`config.mk`:
```
export PLATFORM = sky130hd
export DESIGN_NAME = mips_avalon_arbiter
export DESIGN_NICKNAME = d
export VERILOG_FILES = /design/src/rtl/mips_avalon_arbiter.sv
export SDC_FILE = /design/constraint.sdc
export NUM_CORES = 1
export LEC_CHECK = 0
export CAP_MARGIN = 20
export CORE_AREA = 2 2 121 123
export CTS_BUF_LIST = sky130_fd_sc_hd__clkbuf_2
export DETAILED_ROUTE_END_ITERATION = 6
export DIE_AREA = 0 0 123 125
export PLACE_DENSITY_LB_ADDON = 0.2
export SLEW_MARGIN = 40
export SYNTH_ARGS = -nofsm -noshare
export SYNTH_HDL_FRONTEND = slang
export SYNTH_SLANG_ARGS = --single-unit
```
`constraint.sdc`:
```
create_clock -name clk -period 1.3 [get_ports clk]
set_input_delay 0.13 -clock clk [delete_from_list [all_inputs] [get_ports clk]]
set_output_delay 0.13 -clock clk [all_outputs]
set_load 0.005 [all_outputs]
```
`src/rtl/mips_avalon_arbiter.sv`:
```
// Two-master / one-slave Avalon-MM arbiter with registered grant (m0 = CPU, m1 = loader/DMA).
// Define ARB_ROUND_ROBIN_EN to alternate ties between masters; default is fixed priority to m0.
module mips_avalon_arbiter #(
  parameter int ADDR_W = 32,
  parameter int DATA_W = 32
) (
  input  logic                clk,
  input  logic                reset,
  input  logic [ADDR_W-1:0]   m0_address,
  input  logic                m0_read,
  input  logic                m0_write,
  input  logic [DATA_W-1:0]   m0_writedata,
  input  logic [DATA_W/8-1:0] m0_byteenable,
  output logic                m0_waitrequest,
  output logic [DATA_W-1:0]   m0_readdata,
  input  logic [ADDR_W-1:0]   m1_address,
  input  logic                m1_read,
  input  logic                m1_write,
  input  logic [DATA_W-1:0]   m1_writedata,
  input  logic [DATA_W/8-1:0] m1_byteenable,
  output logic                m1_waitrequest,
  output logic [DATA_W-1:0]   m1_readdata,
  output logic [ADDR_W-1:0]   s_address,
  output logic                s_read,
  output logic                s_write,
  output logic [DATA_W-1:0]   s_writedata,
  output logic [DATA_W/8-1:0] s_byteenable,
  input  logic                s_waitrequest,
  input  logic [DATA_W-1:0]   s_readdata,
  output logic [1:0]          grant
);

  typedef struct packed {
    logic [ADDR_W-1:0]   address;
    logic                read;
    logic                write;
    logic [DATA_W-1:0]   writedata;
    logic [DATA_W/8-1:0] byteenable;
  } av_req_t;

  typedef enum logic [1:0] {IDLE, GRANT0, GRANT1} state_t;

  state_t  state, state_nxt;
  av_req_t m0_req, m1_req, s_req;
  logic    req0, req1, pick0;

  assign m0_req = '{m0_address, m0_read, m0_write, m0_writedata, m0_byteenable};
  assign m1_req = '{m1_address, m1_read, m1_write, m1_writedata, m1_byteenable};
  assign req0   = m0_read | m0_write;
  assign req1   = m1_read | m1_write;

`ifdef ARB_ROUND_ROBIN_EN
  logic last_grant;

  // Ownership ends on completion or on an illegal strobe drop; either counts as a turn.
  always_ff @(posedge clk) begin
    if (reset)
      last_grant <= 1'b1;
    else if (state == GRANT0 && (!req0 || !s_waitrequest))
      last_grant <= 1'b0;
    else if (state == GRANT1 && (!req1 || !s_waitrequest))
      last_grant <= 1'b1;
  end

  assign pick0 = last_grant;
`else
  assign pick0 = 1'b1;
`endif

  always_ff @(posedge clk) begin
    if (reset) state <= IDLE;
    else       state <= state_nxt;
  end

  always_comb begin
    state_nxt = state;
    case (state)
      IDLE: begin
        if (req0 && (!req1 || pick0)) state_nxt = GRANT0;
        else if (req1)                state_nxt = GRANT1;
      end
      GRANT0: if (!req0 || !s_waitrequest) state_nxt = IDLE;
      GRANT1: if (!req1 || !s_waitrequest) state_nxt = IDLE;
      default: state_nxt = IDLE;
    endcase
  end

  // Steering is selected by the registered state only, so no arbitration logic sits on m*->s* paths.
  always_comb begin
    s_req          = '0;
    m0_waitrequest = 1'b1;
    m1_waitrequest = 1'b1;
    grant          = 2'b00;
    case (state)
      GRANT0: begin
        s_req          = m0_req;
        m0_waitrequest = s_waitrequest;
        grant          = 2'b01;
      end
      GRANT1: begin
        s_req          = m1_req;
        m1_waitrequest = s_waitrequest;
        grant          = 2'b10;
      end
      default: ;
    endcase
  end

  assign s_address    = s_req.address;
  assign s_read       = s_req.read;
  assign s_write      = s_req.write;
  assign s_writedata  = s_req.writedata;
  assign s_byteenable = s_req.byteenable;

  assign m0_readdata = s_readdata;
  assign m1_readdata = s_readdata;

endmodule

```
==> results.md <==
- Crit start category: register
- Pre-CTS setup slack: -0.5506 ns
- Core area: 0.01420 sq mm
- Crit path DAT: 1.56 ns
- Combinational share of power: roughly 95%
- Max clock buf depth: 2
- Residual DRC: 0
- Max-cap violations: 0
- Antenna violations before repair: 0
- Initial core utilization: roughly an eighth
- DIE AREA: 0.01538 sq mm
- Int Pwr: 2336 uW
- Routed WL per cell: 18.96 um
- Grt met2 use: 25.74%
- CP Buf/Inv Count: 5
- Synthesized area: about 0.0017 sq mm
- Final critical-path required period: 1.694 ns
- RR Startpoint: state[1]$_SDFFE_PP0P_
- Hold slack: 0.2600 ns
- Max Slew Vio Count: 0
- DP HPWL: ~6600 um
- Yosys warning count: 0
- CP Capture Type: output pin
- Drt first pass iters: 4
- Fin cells: 622
- Seq cells post-synth: 2
- Ant diodes: 0
- Failing checks: negative setup slack
- Reg-to-reg endpoint: state[0]$_SDFFE_PP0P_
- Pin count of the biggest net entering global routing: 31
- Seq pwr share: 2.4%
- DR vias: 2557
- Setup slack, reg-to-reg: -0.36 ns
- Status: complete, but fails checks
- GR Util All Layers: 13.14%
- Reg clk slew, reported paths: 0.04 ns
- Critical path origin: state[1]$_SDFFE_PP0P_
- Max reg flops: 2
- Placed Cells: 577
- Clk pwr share: 2.8%
- Syn_area_per_cell: 7.056 sq um
- Register area: 47.55 sq um
- Final setup viols: 76
- Grt met3 use: 2.099%
- Chip width: roughly 120 um
- Critical-path cell list: inv_6, ha_4, buf_6, buf_12, buf_8, a22oi_2, nor2b_4, buf_2
- Placer Congestion: ~0.7
- Final net count: 620
- Initial DRC count: 37
- Relative max-transition margin: 81.32%
- CP endpoint: s_address[8]
- CTS tree: yes
- Worst Reg-to-Reg Cells: 8
- Crit share post-route: 130.3%
- Multi-input gate area: 0.001790 sq mm
- Clk Latency, worst-skew pair: 0.20 ns
- Critical path type: reg -> out
- Die H: about 130 um
- Regs by FF count: state x2
- Number of buffers created by CTS: 3
- Final Cell Area: 0.004967 sq mm
- Critical path's top delay family: buffers and inverters
- Met1 usage: 14.13%
- Power Density: between 700 and 800 mW/mm^2
- Synth Instances: between 200 and 250
- Unrepaired setup endpoints after global routing: yes
- Syn Nets: 427
- Fillcell total: 1467
- Area growth from synthesis to layout: 185.0%
- Worst slew pin tran: 0.2801 ns
- H-Tree Depth: 1
- Worst hold path type: in -> out
- IO buf count: 216
- CP max-delay cell: dfxtp_4
- Crit-path max FO: 5
- Critical Path RT: 1.17 ns
- Highest Clock Rate: 590.3 MHz
- Seq/Total Area, Yosys: under 10%
- Leading cell type in the layout, fill and taps excluded: clkdlybuf4s50_1
- Crit path largest cell delay: approximately 0.36 ns
- Row cnt: 44
- Final WL: approximately 12000 um
- Layout cell share with drive strength beyond 1: 57.99%
- Post-DP Area: around 0.0038 sq mm
- Commonest non-fill, non-tap cells in the layout: 142 x clkdlybuf4s50_1, 67 x buf_2, 66 x a22oi_2, 33 x nor2b_1, 32 x nor2b_4
- Psw: 1365 uW
- VDD IR max: 0.2276 mV
- First-pass GRT wire length: about 15000 um
- Worst Skew: 0.002504 ns
- Post-DRT Antenna Nets: 0
- Final Hold Fails: 0
- Io pins: 313
- Leakage: 0.001881 uW
- Top reg by flops: state
- Switch share: 36.89%
- Gr busiest metal: met2
- Setup WS post-layout: -0.3939 ns
- GRT overflow: 0
- Via/cell ratio: 4.111
- Vias in the first global route: 2681
- Crit. path cell count: 8
- CTS Sinks: 2
- Root Buffer: clkbuf_2
- Yosys cell types: 18
worst min-delay path by stage:
stage	startpoint	end	slack, ns	depth (start not counted)
detailed placement	s_readdata[0]	m0_readdata[0]	0.26	0
global placement	s_readdata[0]	m0_readdata[0]	0.26	0
finish	s_readdata[11]	m0_readdata[11]	0.26	0
CTS	s_readdata[0]	m0_readdata[0]	0.26	0
floorplan	reset	state[1]$_SDFFE_PP0P_	0.21	1
global route	s_readdata[2]	m0_readdata[2]	0.26	0
logic make-up after synthesis:
group	Yosys count	synth area share [%]
and+or+nand+nor	74	26.85
DFF	2	2.297
buffers and inverters	90	33.31
AOI/OAI and AO/OA	76	33.96
adders and majority gates	5	3.589
through the flow:
step / util, % / power [uW] / TNS (ns)
2_1_floorplan: - / 1018 / -0.1375
3_3_place_gp: 26.66 / 2004 / -34.69
3_5_place_dp: 26.66 / 2017 / -36.40
4_1_cts: 32.31 / 3389 / -25.63
5_1_grt: 34.97 / 3921 / -28.03
6_report: 34.97 / 3701 / -23.59
Yosys cell counts, drive strengths merged:
cell | number | area, sq um
a221oi | 1 | 8.760
o311ai | 1 | 16.27
a22oi | 70 | 525.5
nor2b | 70 | 437.9
inv | 3 | 11.26
a32o | 1 | 11.26
ha | 5 | 62.56
clkbuf | 18 | 67.56
nand2b | 2 | 12.51
or3b | 1 | 11.26
dfxtp | 2 | 40.04
buf | 69 | 501.7
o211a | 1 | 10.01
and2 | 1 | 6.260
o211ai | 2 | 20.02
metal layers:
layer  vias up  routed length (um)
li1       1201                   -
met1      1208                4337
met2       124                6392
met3        24                 902
met4         0                 161
met5         -                   0
layout make-up:
cell class	count	area share, %
clock buffer	3	0.3023
inverter	3	0.4282
multi-input combinational	155	36.05
timing repair buffer	275	57.63
tap	184	4.635
sequential	2	0.9572
power groups by stage:
stage | Combinational (uW) | Sequential, uW | Clock (uW)
2_1_floorplan | 938 | 80.3 | 0
3_3_place_gp | 1920 | 81.0 | 0
3_5_place_dp | 1940 | 81.7 | 0
4_1_cts | 3190 | 86.6 | 111
5_1_grt | 3710 | 90.9 | 116
6_report | 3510 | 89.6 | 102
repair_timing:
item	in CTS	in global routing
endpoints found under the setup margin	76	74
cloned	16	7
resized for setup	391	66
setup buffers	20	4
hold buffers	0	0
pin swaps	19	14
(Power assumes the default switching activity.)
